$ cat src/rtl/matrix_led_scanner.sv
// matrix_led_scanner: row-scanned R x C LED matrix driver with double-buffered PWM grayscale
module matrix_led_scanner #(
  parameter int ROWS = 8,
  parameter int COLS = 8,
  parameter int GRAY_BITS = 2,
  parameter int ROW_PERIOD = 27000,
  parameter int GUARD = 540,
  parameter bit ROW_ACTIVE_LOW = 1'b0,
  parameter bit COL_ACTIVE_LOW = 1'b0
) (
  input  logic                       clock,
  input  logic                       reset_n,
  input  logic                       wr_valid,
  output logic                       wr_ready,
  input  logic [$clog2(ROWS)-1:0]    wr_row,
  input  logic [COLS*GRAY_BITS-1:0]  wr_data,
  input  logic                       swap_req,
  output logic                       swap_ack,
  output logic                       frame_start,
  output logic [ROWS-1:0]            row,
  output logic [COLS-1:0]            d
);
  localparam int RW = $clog2(ROWS);
  localparam int SW = $clog2(ROW_PERIOD);
  localparam int DW = COLS * GRAY_BITS;
  localparam logic [SW-1:0] S_LAST = SW'(ROW_PERIOD - 1);
  localparam logic [SW-1:0] S_ACT = SW'(ROW_PERIOD - GUARD);
  localparam logic [SW-1:0] S_ADV = SW'(ROW_PERIOD - GUARD / 2);
  localparam logic [RW-1:0] R_LAST = RW'(ROWS - 1);
  localparam logic [GRAY_BITS-1:0] P_LAST = GRAY_BITS'(2 ** GRAY_BITS - 2);
  logic [SW-1:0] slot;
  logic [RW-1:0] row_idx;
  logic [GRAY_BITS-1:0] pwm;
  logic front_sel, swap_pending;
  logic [DW-1:0] fb [2][ROWS];
  logic [ROWS-1:0] row_q, row_n;
  logic [COLS-1:0] d_q, d_n;
  logic active, wrap, swap, wr_ok;
  always_comb begin
    active = slot < S_ACT;
    wrap = (slot == S_ADV) && (row_idx == R_LAST);
    swap = wrap && swap_pending;
    wr_ok = wr_valid && wr_ready && ({1'b0, wr_row} < (RW + 1)'(ROWS));
    row_n = '0;
    row_n[row_idx] = active;
    d_n = '0;
    for (int c = 0; c < COLS; c++)
      d_n[c] = active && (fb[front_sel][row_idx][c*GRAY_BITS +: GRAY_BITS] > pwm);
  end
  always_ff @(posedge clock or negedge reset_n) begin
    if (!reset_n) begin
      slot <= '0;
      row_idx <= '0;
      pwm <= '0;
      front_sel <= 1'b0;
      swap_pending <= 1'b0;
      swap_ack <= 1'b0;
      frame_start <= 1'b0;
      row_q <= '0;
      d_q <= '0;
      for (int b = 0; b < 2; b++)
        for (int r = 0; r < ROWS; r++)
          fb[b][r] <= '0;
    end else begin
      slot <= (slot == S_LAST) ? '0 : slot + SW'(1);
      pwm <= (slot == S_LAST) ? '0 : active ? ((pwm == P_LAST) ? '0 : pwm + GRAY_BITS'(1)) : pwm;
      if (slot == S_ADV)
        row_idx <= (row_idx == R_LAST) ? '0 : row_idx + RW'(1);
      front_sel <= front_sel ^ swap;
      swap_pending <= swap_req | (swap_pending & ~swap);
      swap_ack <= swap;
      frame_start <= wrap;
      row_q <= row_n;
      d_q <= d_n;
      if (wr_ok)
        fb[~front_sel][wr_row] <= wr_data;
    end
  end
  assign wr_ready = ~swap_pending;
  assign row = row_q ^ {ROWS{ROW_ACTIVE_LOW}};
  assign d = d_q ^ {COLS{COL_ACTIVE_LOW}};
endmodule
$ cat config.mk
export PLATFORM = sky130hd
export DESIGN_NAME = matrix_led_scanner
export DESIGN_NICKNAME = d
export VERILOG_FILES = /design/src/rtl/matrix_led_scanner.sv
export SDC_FILE = /design/constraint.sdc
export NUM_CORES = 1
export LEC_CHECK = 0
export CELL_PAD_IN_SITES_DETAIL_PLACEMENT = 1
export CELL_PAD_IN_SITES_GLOBAL_PLACEMENT = 1
export CORE_MARGIN = 2
export CORE_UTILIZATION = 48
export CTS_BUF_LIST = sky130_fd_sc_hd__clkbuf_8
export DETAILED_ROUTE_END_ITERATION = 12
export GPL_TIMING_DRIVEN = 0
export PLACE_DENSITY = 0.81
export SLEW_MARGIN = 20
export SYNTH_ARGS = -nofsm -noshare
export SYNTH_HDL_FRONTEND = slang
export SYNTH_SLANG_ARGS = --single-unit
$ cat constraint.sdc
create_clock -name clock -period 4.67 [get_ports clock]
set_input_delay 0.934 -clock clock [delete_from_list [all_inputs] [get_ports clock]]
set_output_delay 0.934 -clock clock [all_outputs]
set_load 0.005 [all_outputs]
==> results.cfg, run 1 <==
[worst_hold_path]
hold_class = input port to async pin

[sta]
fin_crit_ps = 3290
fmaxAchievable_mhz = 304
hold_viol_final = 0
setup_viol = 0
fin_crit_sh_pct = 70.5
setup_ws_ps = 1380
rsz0062_at_grt = false
slew_violations = 0
slew_headroom_pct = 29.6
whs_ps = 228
worst_pin_slew_ps = 1060
fin_skew_ps = 23.8

[floorplan]
core_area_um2 = 27800
pin_count = 42
die_y_um = 172
die_area_um2 = 29600
start_util_pct = 48.8
rows = 61
dieWidth_um = 172

[place]
dp_hpwl_um = 22400
post-place-cells = 1289
gp_congestion = 0.747
port_buffers = 41
pre_cts_ws_ps = 1310

[clock_tree]
cts_buffers = 50
clk_latency_ps = 580
cts_tree = done
root_buffer = clkbuf_8
cts_setup_buffers = 0
cts-resized-gates = 0
clk_pin_slew_worst_paths_ps = 60
hold_buffers = 0
clockBufferDepth = 3
htree_num_levels = 2
clock-sinks = 296

[grt]
overflow = 0
grt_max_degree = 95
antenna_found_initial = 0
grt_pass1_vias = 8788
grt.total_usage_pct = 23.4
grt_pass1_wl_um = 52300

[route]
vias = 7934
drt_iter0_markers = 466
drc_errors = 0
wl_per_cell_um = 23.7
via_per_inst = 5.75
wirelength_um = 32700
dr.pass1.iters = 5
antenna_left = 0

[power_and_ir_drop]
cellPowerDensity_nw_per_um2 = 325
ir_worst_vdd_mv = 0.215
p_leak_nw = 7.49
power.total_mw = 5.06

[finish]
instances_no_fill = 1379
drive_gt1_share_pct = 44.7
fin_nets = 1006
diodes = 0
area_growth_pct = 14.7
fin_util_pct = 55.9

[yosys]
synth_edf_count = 0
synth_flop_cell = dfrtp_1
synth_common_cells = dfrtp_1, mux2_2, mux4_2
synth.most_common_cell = dfrtp_1
syn_inst = 867
yosys-top-cells-area = dfrtp_1, mux2_2, mux4_2, ha_1, clkbuf_1
syn_area_um2 = 13600
seq_area_frac_synth_pct = 54.6
synth_top_area_cell = dfrtp_1
yosys_register_bits = 296
syn_avg_cell_area_um2 = 15.6
syn_nets = 910
synth_top_area_share_pct = 54.6
yosys_warnings = 0
yosysUniqueCellTypes = 45
async_reset_ff_share_pct = 100

[critical_path]
end_kind = flip-flop
cp_max_fo = 10
worstPathArrival_ps = 3740
critical_path_required_ps = 5120
worstSetupStartpointType = flip-flop
critical_path_class = flip-flop to flip-flop

[run_status]
run_status = complete, no violations

[flow_run]
drv_cap = 0
[power breakdown]
part / total, mW / internal (mW) / switching [mW]
Clock: 2.32 / 1.26 / 1.06
Sequential: 2.59 / 2.58 / 0.00923
Combinational: 0.141 / 0.0422 / 0.0985
[critical path, stage by stage (launching register included)]
cell	delay [ps]
dfrtp_1	420
buf_2	320
buf_1	830
mux4_2	470
mux4_2	510
ha_1	320
a21oi_1	70
a211oi_1	250
[cell usage in the layout, fill, tap and decap left out, drive strengths merged, types with 2 or more instances in the layout]
cell,synthesis,final
nand2,22,22
ha,20,20
nand4,6,6
nand3,5,5
clkinv,0,6
nand2b,2,2
buf,26,30
and4bb,2,2
nor3b,3,3
mux4,80,80
mux2i,3,3
mux2,256,256
a21oi,12,12
clkbuf,36,102
nor4b,5,5
xnor2,4,4
and3,3,3
nor2,12,12
clkdlybuf4s50,0,40
xor2,6,6
and4,7,7
nor2b,6,6
a22oi,2,2
dfrtp,296,296
o21ai,4,4
or3,3,3
nor4bb,2,2
inv,21,39
a211oi,8,8
nor3,5,5
[metal layers]
layer / track usage [%] / share of wire [%] / routed length (um)
met4: 6.39 / 1.9 / 619
met5: 0 / 0 / 0
met1: 33.7 / 45 / 14800
met3: 3.96 / 5.0 / 1620
met2: 37.2 / 48 / 15600
[worst paths after layout]
path                                 start      endpoint  slack [ps]  cells past startpoint
worst min register to register     fb[229]       fb[229]         500                      1
worst min-delay path               reset_n  swap_pending         230                      1
min in group clock                 fb[229]       fb[229]         500                      1
worst max register to register  row_idx[0]          d[5]        1380                      7
worst max-delay path            row_idx[0]          d[5]        1380                      7
max in group asynchronous          reset_n        fb[27]        3670                      2
[cell families (layout without fill, tap and decap cells)]
family,count (synthesis),count (layout),share of synthesized area [%]
mux,339,339,34.8
flops,296,296,54.6
simple gates,87,87,3.87
buf+inv,83,217,2.72
compound gates,32,32,1.50
fa+ha+maj,20,20,1.85
xor+xnor,10,10,0.646
[final cells by class]
| class | instances | area (um^2) |
|---|---|---|
| clock buffer | 66 | 908 |
| buffer | 62 | 290 |
| timing repair buffer | 44 | 498 |
| clock inverter | 24 | 108 |
| sequential | 296 | 7410 |
| tap | 378 | 473 |
| multi-input combinational | 488 | 5780 |
| inverter | 21 | 78.8 |
| fill | 2662 | 12200 |
[stage by stage]
stage / TNS [ps] / instance area, um^2
floorplan: 0 / 13600
global placement: -2996550 / 14400
detailed placement: 0 / 14500
CTS: 0 / 15500
global route: 0 / 15500
finish: 0 / 15500
[state kept, by name, indices dropped and copies added (netlist names)]
signal and count:
swap_pending 1, front_sel 1, pwm 2, row_idx 3, row 8, frame_start 1, swap_ack 1, d 8
slot 15, fb 256
No activity file was read; power rests on OpenSTA's default activity.
==> inputs of run 2 (changes only) <==
- clock period: 4.67 -> 3.1 ns (I/O delays scaled with it)
==> run 2 against run 1 <==
Compared with the run above: non-clock buffer count increased by 1; design area increased by 0.14%; die area unchanged; global-route usage about the same; maximum frequency increased by 9.6%; power increased by 51%; clock power increased by 51%; utilization increased by 0.077 points; sequential cell count unchanged; sequential power increased by 51%.
==> results.cfg, run 2 (synthesis results as in run 1) <==
[flow_run]
drv_cap = 0

[grt]
overflow = 0
grt.total_usage_pct = 23.4
met1_usage_pct = 33.5
grt_busiest_layer = met2
grt_pass1_vias = 8794
antenna_found_initial = 0
use_met2_pct = 37.3
met3_usage_pct = 4.26
grt_pass1_wl_um = 52400
grt_max_degree = 95

[critical_path]
worstPathCellList = buf_2, clkdlybuf4s18_2, mux4_2, mux4_2, ha_1, a21oi_1, a211oi_1
worstSetupStartpointType = flip-flop
critical_path_required_ps = 3550
critPathBufInv = 2
cp_slowest_stage_delay_ps = 570
worst_path_most_repeated_cell = mux4_2
slowest_stage = clkdlybuf4s18_2
crit_family = multiplexers
end_kind = flip-flop
critical_path_class = flip-flop to flip-flop
worstPathArrival_ps = 3450
cp_max_fo = 10

[power_and_ir_drop]
p_leak_nw = 7.51
ir_worst_vdd_mv = 0.321
cellPowerDensity_nw_per_um2 = 490

[floorplan]
core_area_um2 = 27800
die_area_um2 = 29600
pin_count = 42
rows = 61
die_y_um = 172
start_util_pct = 48.8
dieWidth_um = 172

[route]
dr.pass1.iters = 4
drt_iter0_markers = 421
via_per_inst = 5.74
wl_per_cell_um = 23.7
vias = 7915
antenna_left = 0
wirelength_um = 32700
drc_errors = 0

[clock_tree]
clock-sinks = 296
cts_buffers = 50
clockBufferDepth = 3
clk_latency_ps = 580
cts_setup_buffers = 0
cts_tree = done
clk_pin_slew_worst_paths_ps = 60
htree_num_levels = 2
root_buffer = clkbuf_8

[worst_hold_path]
hold_class = flip-flop to flip-flop

[finish]
diodes = 0
fin_util_pct = 56.0
design_area_um2 = 15600
layout_common_cells = dfrtp_1, mux2_2, mux4_2
top_regs = fb x256, slot x15
nFillCells = 2660
regMostFlops = fb
area_growth_pct = 14.8
largest_reg_flops = 256
fin_nets = 1007
drive_gt1_share_pct = 45.1
final_common_cell = dfrtp_1

[sta]
fin_skew_ps = 21.3
slew_violations = 0
worst_pin_slew_ps = 920
fin_crit_ps = 3000
whs_ps = 500
hold_viol_final = 0
fmaxAchievable_mhz = 333
slew_headroom_pct = 38.6
setup_viol = 0
fin_crit_sh_pct = 96.9

[run_status]
run_status = complete, no violations

[place]
gp_congestion = 0.747
dp_hpwl_um = 22400
port_buffers = 41
dpl_cell_area_um2 = 14500
run 2: cell count changes in the layout (fill, tap and decap cells not counted):
| cell | previous run | this run |
|---|---|---|
| clkbuf_1 | 36 | 32 |
| clkdlybuf4s18_2 | 0 | 1 |
| dlygate4sd3_1 | 0 | 1 |
| clkbuf_2 | 0 | 4 |
| buf_1 | 1 | 0 |
run 2: through the flow:
step,setup WS [ps],TNS [ps],instances,total power [mW]
detailed placement,-158,-783,1289,4.19
CTS,74.4,0,1380,7.70
floorplan,725,0,867,4.02
global route,-11.4,-11.4,1380,7.89
finish,95.0,0,1380,7.62
global placement,-11410,-3369200,1286,4.17
run 2: path summary, 6_finish.rpt:
check | startpoint | end | slack (ps) | cells after the start
max | row_idx[0] | d[5] | 100 | 7
min | fb[103] | fb[103] | 500 | 1
max reg2reg | row_idx[0] | d[5] | 100 | 7
min reg2reg | fb[103] | fb[103] | 500 | 1
max in group asynchronous | reset_n | fb[27] | 1810 | 3
min in group asynchronous | reset_n | swap_pending | 520 | 2
run 2: area by class of cell:
type | instances | area (um^2) | area share [%]
inverter | 21 | 78.8 | 0.506
multi-input combinational | 488 | 5780 | 37.1
buffer | 62 | 302 | 1.94
timing repair buffer | 45 | 508 | 3.26
clock buffer | 66 | 908 | 5.84
tap | 378 | 473 | 3.04
sequential | 296 | 7410 | 47.6
clock inverter | 24 | 108 | 0.691
run 2: report_power, final:
group          internal, mW  switching (mW)
Combinational        0.0644           0.150
Sequential             3.89          0.0139
Clock                  1.90            1.60
run 2: timing repair:
| item | CTS | global route |
|---|---|---|
| hold buffers | 1 | 0 |
| hold endpoints to repair | 29 | 0 |
| resized for setup | 2 | 9 |
| setup endpoints to repair | 8 | 6 |
| pin swaps | 0 | 0 |
run 2: metal layers:
layer	wire (um)	share of wire, %
met5	0	0
met4	663	2.0
met3	1590	4.9
met2	15600	48
met1	14800	45
